`src/rtl/alu_pkg.sv`:
```
`default_nettype none
// +------------------------------------------------------------------+
// | Package : alu_pkg                                                |
// | Purpose : Shared FSM state type, mode constants and 4-bit        |
// |           function-select codes for the sliced sequential ALU.   |
// | Rev     : 1.0  initial release                                   |
// +------------------------------------------------------------------+
package alu_pkg;

  typedef enum logic [1:0] {
    ST_IDLE = 2'd0,
    ST_RUN  = 2'd1,
    ST_DONE = 2'd2
  } state_t;

  localparam logic MODE_ARITH = 1'b0;
  localparam logic MODE_LOGIC = 1'b1;

  // Logic-mode function select codes
  localparam logic [3:0] FS_NOT_A     = 4'b0000;
  localparam logic [3:0] FS_NOR       = 4'b0001;
  localparam logic [3:0] FS_NA_AND_B  = 4'b0010;
  localparam logic [3:0] FS_ZERO      = 4'b0011;
  localparam logic [3:0] FS_NAND      = 4'b0100;
  localparam logic [3:0] FS_NOT_B     = 4'b0101;
  localparam logic [3:0] FS_XOR       = 4'b0110;
  localparam logic [3:0] FS_A_AND_NB  = 4'b0111;
  localparam logic [3:0] FS_NA_OR_B   = 4'b1000;
  localparam logic [3:0] FS_XNOR      = 4'b1001;
  localparam logic [3:0] FS_B         = 4'b1010;
  localparam logic [3:0] FS_AND       = 4'b1011;
  localparam logic [3:0] FS_ONE       = 4'b1100;
  localparam logic [3:0] FS_A_OR_NB   = 4'b1101;
  localparam logic [3:0] FS_OR        = 4'b1110;
  localparam logic [3:0] FS_A         = 4'b1111;

endpackage
`default_nettype wire

```
`src/rtl/alu_slice4.sv`:
```
`default_nettype none
// +------------------------------------------------------------------+
// | Module  : alu_slice4                                             |
// | Purpose : Combinational 4-bit ALU slice (logic / arithmetic).    |
// | Ports   : a, b  - 4-bit operand nibbles                          |
// |           s     - function select, m - mode (1 = logic)          |
// |           ci    - carry in; f - 4-bit result; co - carry out     |
// | Rev     : 1.0  initial release                                   |
// +------------------------------------------------------------------+
module alu_slice4
  import alu_pkg::*;
(
  input  logic [3:0] a,
  input  logic [3:0] b,
  input  logic [3:0] s,
  input  logic       m,
  input  logic       ci,
  output logic [3:0] f,
  output logic       co
);

  logic [3:0] x;
  logic [3:0] y;
  logic [4:0] sum;

  // Arithmetic operand shaping: X/Y pick which combinations of A and B
  // feed the adder, so one adder covers add, subtract, increment, etc.
  always_comb begin
    x   = a | (b & {4{s[0]}}) | (~b & {4{s[1]}});
    y   = (a & ~b & {4{s[2]}}) | (a & b & {4{s[3]}});
    sum = {1'b0, x} + {1'b0, y} + {4'b0000, ci};
  end

  always_comb begin
    f  = 4'h0;
    co = 1'b0;
    if (m == MODE_LOGIC) begin
      case (s)
        FS_NOT_A:    f = ~a;
        FS_NOR:      f = ~(a | b);
        FS_NA_AND_B: f = ~a & b;
        FS_ZERO:     f = 4'h0;
        FS_NAND:     f = ~(a & b);
        FS_NOT_B:    f = ~b;
        FS_XOR:      f = a ^ b;
        FS_A_AND_NB: f = a & ~b;
        FS_NA_OR_B:  f = ~a | b;
        FS_XNOR:     f = ~(a ^ b);
        FS_B:        f = b;
        FS_AND:      f = a & b;
        FS_ONE:      f = 4'hF;
        FS_A_OR_NB:  f = a | ~b;
        FS_OR:       f = a | b;
        default:     f = a;
      endcase
    end else begin
      f  = sum[3:0];
      co = sum[4];
    end
  end

endmodule
`default_nettype wire

```
`src/rtl/sliced_alu_seq.sv`:
```
`default_nettype none
// +------------------------------------------------------------------+
// | Module  : sliced_alu_seq                                         |
// | Purpose : Sequential ALU that processes a WIDTH-bit operation    |
// |           one 4-bit slice per cycle through a single shared      |
// |           alu_slice4, LSB slice first.                           |
// | Ports   : clk, rst_n (async, active-low)                         |
// |           in_valid/in_ready  - operation handshake               |
// |           a, b, s, m, ci     - operands, select, mode, carry-in  |
// |           out_valid/out_ready- result handshake                  |
// |           f, co, zero        - result, MS carry out, f == 0      |
// | Rev     : 1.0  initial release                                   |
// +------------------------------------------------------------------+
module sliced_alu_seq
  import alu_pkg::*;
#(
  parameter int WIDTH = 16  // multiple of 4, at least 4
) (
  input  logic             clk,
  input  logic             rst_n,
  input  logic             in_valid,
  output logic             in_ready,
  input  logic [WIDTH-1:0] a,
  input  logic [WIDTH-1:0] b,
  input  logic [3:0]       s,
  input  logic             m,
  input  logic             ci,
  output logic             out_valid,
  input  logic             out_ready,
  output logic [WIDTH-1:0] f,
  output logic             co,
  output logic             zero
);

  localparam int NSLICE = WIDTH / 4;
  localparam int IDXW   = (NSLICE > 1) ? $clog2(NSLICE) : 1;

  state_t           state, state_nxt;
  logic [WIDTH-1:0] a_q, b_q, f_q;
  logic [3:0]       s_q;
  logic             m_q;
  logic             carry_q;
  logic             co_q;
  logic [IDXW-1:0]  idx_q;

  logic             accept;
  logic             release_res;
  logic             last_slice;
  logic [IDXW+1:0]  bit_ofs;
  logic [WIDTH-1:0] a_sh, b_sh;
  logic [3:0]       sl_f;
  logic             sl_co;

  assign accept      = in_valid  && (state == ST_IDLE);
  assign release_res = out_ready && (state == ST_DONE);
  assign last_slice  = (idx_q == IDXW'(NSLICE - 1));

  // Select the current nibble by shifting rather than a variable part-select
  assign bit_ofs = {idx_q, 2'b00};
  assign a_sh    = a_q >> bit_ofs;
  assign b_sh    = b_q >> bit_ofs;

  alu_slice4 u_slice (
    .a  (a_sh[3:0]),
    .b  (b_sh[3:0]),
    .s  (s_q),
    .m  (m_q),
    .ci (carry_q),
    .f  (sl_f),
    .co (sl_co)
  );

  // State register
  always_ff @(posedge clk or negedge rst_n) begin
    if (!rst_n) state <= ST_IDLE;
    else        state <= state_nxt;
  end

  // Next-state logic
  always_comb begin
    state_nxt = state;
    case (state)
      ST_IDLE: if (accept)      state_nxt = ST_RUN;
      ST_RUN:  if (last_slice)  state_nxt = ST_DONE;
      ST_DONE: if (release_res) state_nxt = ST_IDLE;
      default:                  state_nxt = ST_IDLE;
    endcase
  end

  // Datapath: operand capture, slice walk, result assembly
  always_ff @(posedge clk or negedge rst_n) begin
    if (!rst_n) begin
      a_q     <= '0;
      b_q     <= '0;
      s_q     <= 4'h0;
      m_q     <= MODE_ARITH;
      carry_q <= 1'b0;
      co_q    <= 1'b0;
      f_q     <= '0;
      idx_q   <= '0;
    end else if (accept) begin
      a_q     <= a;
      b_q     <= b;
      s_q     <= s;
      m_q     <= m;
      carry_q <= (m == MODE_LOGIC) ? 1'b0 : ci;
      co_q    <= 1'b0;
      f_q     <= '0;
      idx_q   <= '0;
    end else if (state == ST_RUN) begin
      // Slice carry is 0 in logic mode, so the carry register stays clear
      carry_q <= sl_co;
      f_q     <= (f_q & ~({{(WIDTH-4){1'b0}}, 4'hF} << bit_ofs))
               | ({{(WIDTH-4){1'b0}}, sl_f} << bit_ofs);
      if (last_slice) begin
        co_q  <= sl_co;
        idx_q <= '0;
      end else begin
        idx_q <= idx_q + IDXW'(1);
      end
    end
  end

  assign in_ready  = (state == ST_IDLE);
  assign out_valid = (state == ST_DONE);
  assign f         = f_q;
  assign co        = co_q;
  assign zero      = (f_q == '0);

endmodule
`default_nettype wire
```
`config.mk`:
```
export PLATFORM = sky130hd
export DESIGN_NAME = sliced_alu_seq
export DESIGN_NICKNAME = d
export VERILOG_FILES = /design/src/rtl/alu_pkg.sv /design/src/rtl/alu_slice4.sv /design/src/rtl/sliced_alu_seq.sv
export SDC_FILE = /design/constraint.sdc
export NUM_CORES = 1
export LEC_CHECK = 0
export CAP_MARGIN = 0
export CELL_PAD_IN_SITES_DETAIL_PLACEMENT = 1
export CELL_PAD_IN_SITES_GLOBAL_PLACEMENT = 2
export CORE_AREA = 2 2 84 126
export DETAILED_ROUTE_END_ITERATION = 10
export DIE_AREA = 0 0 86 128
export PLACE_DENSITY_LB_ADDON = 0.1
export SYNTH_ARGS = -nofsm -noshare
export SYNTH_HDL_FRONTEND = slang
export SYNTH_HIERARCHICAL = 1
export SYNTH_SLANG_ARGS = --single-unit
```
`constraint.sdc`:
```
create_clock -name clk -period 7.33 [get_ports clk]
set_input_delay 2.199 -clock clk [delete_from_list [all_inputs] [get_ports clk]]
set_output_delay 2.199 -clock clk [all_outputs]
set_load 0.02 [all_outputs]
```
==> metrics list <==
- In this run, placement finished with an instance count of 498.
* Post-synthesis cell count: 337
* Syn nets: 404
- The setup path with the least slack is of type flip-flop to output pin.
- Entering global routing, the biggest net connects 60 pins.
* Met3 routed WL: 222 um
- Clock tree synthesis found a total of 59 sinks.
- After layout, the minimum clock period comes to 4060 ps.
- Compound-Gate Fraction of Synth Area: 15.0%
- Power spread over the standard cell area amounts to 586 mW/mm2.
- The run finished with clean final reports.
* Worst stage delay on the critical path: 600 ps
- Cells on Worst Hold Path: 1
- Number of detailed-route iterations in the first pass: 4
* Predominant post-synthesis flop cell: sky130_fd_sc_hd__dfrtp_1
- Derived from the worst setup path, the maximum achievable clock frequency is 247 MHz.
* Multiplexer share of the synthesized area: 16.9%
* Global route overflow: 0
- Clock network latency to the later pin of the worst-skew pair: 320 ps
- Along the worst path, the maximum fanout reaches 3.
- Drt wl/cell: 19.4 um
- Once layout is complete, the cells apart from fillers number 514.
* Simple-gate portion of the synthesized area: 12.9%
- The initial utilization of the core area, before any placement, comes to 37.2%.
* Number of max-slew violations in the final report: 0
- Number of antenna violations at the first check in global routing: 0
- Summing internal, switching and leakage power gives 0.00276 W.
* Fraction of registers with async set/reset: 100%
- The area growth from synthesis to layout is 26.9%.
* CP cell instances: nor4_1, and4_1, clkdlybuf4s50_1
* Worst Hold Launch: a_q[10]
- Root buf cell: sky130_fd_sc_hd__clkbuf_16
- Broken down by cell family, the worst path's largest delay share belongs to buffers and inverters.
* Most common library cell in the layout ignoring fill and taps: sky130_fd_sc_hd__clkdlybuf4s50_1
- Maximum level of the CTS H-tree: 3
* Worst hold-check slack: 499 ps
- Sum Neg Setup Slack: 0 ps
- The synthesized netlist devotes 8.84% of its cell area to adder and majority cells.
- At the worst endpoint, the arrival time is 1860 ps.
- In this run the tightest slew margin relative to its limit is 47.9%.
* R2R Path Start: idx_q[0]
- In this run the static leakage power is 2.00 nW.
* Path class of the lowest-slack min-delay path: flip-flop to flip-flop
- The worst register-to-register path ends at carry_q.
- Via density: 5.61
- The worst hold path terminates at a_q[10].
* Hold_buf cts: 0
- The largest individual stage delay along the critical path comes from the cell sky130_fd_sc_hd__clkdlybuf4s50_1.
* Mapped Area: 0.00371 mm2
- Final HPWL DP: 7310 um
- Counting cells, the worst reg-to-reg path comes to 11.
- Sequential element share of the synthesized area: 39.8%
- Average cell area after synthesis: 11.0 um2
- Final antenna-violating net count: 0
- The longest clock path from root to sink contains 2 buffers.
- Core area: 0.00997 mm2
- The die covers 0.0110 mm2.
- For this block, the routed nets add up to 9970 um of wire.
* CP required: 5130 ps
- TritonCTS built the clock tree.
- Detailed routing inserted a total of 2882 vias.
* Antenna diode instance count: 0
- After the last flow step, the layout net total stands at 459.
- The final hold violation count was 0.
- Most frequent cells in the layout: sky130_fd_sc_hd__clkdlybuf4s50_1 (60), sky130_fd_sc_hd__dfrtp_1 (59), sky130_fd_sc_hd__mux2_2 (34)
- Category of the worst setup path capture point: output pin
- Vertical extent of the die: 128 um
* Highest ir drop seen on vdd: 0.296 mV
- Post-CTS sizing: 0
- After synthesis, the netlist uses 54 different library cells.
- Of the available clock period, the critical path in the final layout requires 55.3%.
- The via count of the first global-routing pass came to 3128.
* Std cell rows: 45
- Overall fraction of global-route tracks in use: 19.6%
* Unrepaired setup endpoints after global routing: no
- Final setup violation count: 0
- After clock tree synthesis, the setup repair step added 0 buffers.
* Main combinational cell family by area after synthesis: multiplexers
- Clk slew on worst S/H paths: 50 ps
- The highest metal layer carrying signal wires in the routed design is met4.
* Global placement routability congestion: 0.754
- Post-route DRC violation count: 0
- At the pin with the least slew margin, the transition time is 781 ps.
- Layout cells sized above 1: 16.9%
* Worst R2R Setup Slack: 3550 ps
- The first global-routing pass estimated 16600 um of wire.
- After the first detailed-routing iteration, the DRC count stood at 83.
- During synthesis, Yosys emitted a total of 6 warnings.
* Number of storage elements in the synthesis netlist: 59
- # port buffers: 61
- Nature of the critical path startpoint: flip-flop
- The synthesized netlist devotes 0.472% of its cell area to XOR and XNOR gates.
- Final clock skew: 7.94 ps
- The routed design uses 5340 um of met2 wire.
- Die X: 86 um
- Number of placed I/O pins: 62
- The tool flagged a number of max-cap violations equal to 0.
- Number of buffers created by CTS: 9
* EDFF count, synth: 0
- Counting both buffers and inverters, the worst setup path holds a total of 1.
* Post-Route M1 WL: 4190 um
Yosys cell counts, types with 4 or more instances:
library cell	n	area (um2)
sky130_fd_sc_hd__a21o_1	6	45.0
sky130_fd_sc_hd__a21oi_1	12	60.1
sky130_fd_sc_hd__a22o_1	19	166
sky130_fd_sc_hd__a31oi_1	6	37.5
sky130_fd_sc_hd__buf_2	12	60.1
sky130_fd_sc_hd__buf_6	7	78.8
sky130_fd_sc_hd__dfrtp_1	59	1480
sky130_fd_sc_hd__ha_1	23	288
sky130_fd_sc_hd__inv_1	19	71.3
sky130_fd_sc_hd__mux2_2	34	383
sky130_fd_sc_hd__mux4_2	8	180
sky130_fd_sc_hd__nand2_1	15	56.3
sky130_fd_sc_hd__nand2b_1	6	37.5
sky130_fd_sc_hd__nand3_1	5	25.0
sky130_fd_sc_hd__nor2_1	15	56.3
sky130_fd_sc_hd__nor2b_1	6	37.5
sky130_fd_sc_hd__nor3_1	9	45.0
sky130_fd_sc_hd__nor4_1	7	43.8
sky130_fd_sc_hd__o21ai_0	11	55.1
sky130_fd_sc_hd__o22ai_1	4	25.0
report_power, final:
group	leakage [nW]	switching [W]	total, W	internal (W)
logic	1.10	0.000883	0.00161	0.000723
clock network	0.179	0.000141	0.000499	0.000359
registers	0.721	0.000173	0.000654	0.000482
worst max-delay path by stage:
stage | slack, ps | depth (start not counted) | from | end
2_1_floorplan | 4110 | 2 | f[11] | zero
3_3_place_gp | 3410 | 4 | in_valid | s_q[2]
3_5_place_dp | 3390 | 4 | in_valid | s_q[3]
4_1_cts | 3200 | 3 | f[6] | zero
5_1_grt | 3130 | 3 | f[3] | zero
6_report | 3270 | 3 | f[6] | zero
layer usage:
metal  track usage, %  vias up
li1                 -     1350
met1             24.1     1476
met2             34.4       43
met3             3.54       13
met4             6.16        0
met5                0        -
worst register-to-register path: stages (launching register included):
cell and delay [ps]:
sky130_fd_sc_hd__dfrtp_1 840, sky130_fd_sc_hd__mux4_2 720, sky130_fd_sc_hd__ha_1 270, sky130_fd_sc_hd__a22oi_1 270
sky130_fd_sc_hd__fa_1 220, sky130_fd_sc_hd__inv_1 60, sky130_fd_sc_hd__fa_1 390, sky130_fd_sc_hd__a21o_1 220
sky130_fd_sc_hd__a21oi_1 220, sky130_fd_sc_hd__nor2_1 110, sky130_fd_sc_hd__a32oi_1 210, sky130_fd_sc_hd__o21ai_0 110
metrics by stage:
stage | setup WS [ps] | instance area [um2] | util (%)
floorplan | 4110 | 3710 | -
global placement | 3410 | 4340 | 43.6
detailed placement | 3390 | 4340 | 43.6
CTS | 3200 | 4700 | 47.2
global route | 3130 | 4700 | 47.2
finish | 3270 | 4700 | 47.2
sequential cells by signal, summed over array words and instances, names as in the netlist:
name / cells
s_q: 4
co: 1
f: 16
m_q: 1
b_q: 16
carry_q: 1
a_q: 16
idx_q: 2
state: 2
cell type report:
type	instances	area [um2]
clock inverter	4	95.1
fill	1064	5260
clock buffer	12	267
tap	117	146
inverter	19	71.3
timing repair buffer	66	643
sequential	59	1480
multi-input combinational	237	2010
cell families after synthesis:
logic type | after synthesis
mux | 48
buf+inv | 41
xor+xnor | 2
compound gates | 78
flops | 59
simple gates | 84
fa+ha+maj | 25
No activity file was read; power rests on OpenSTA's default activity.
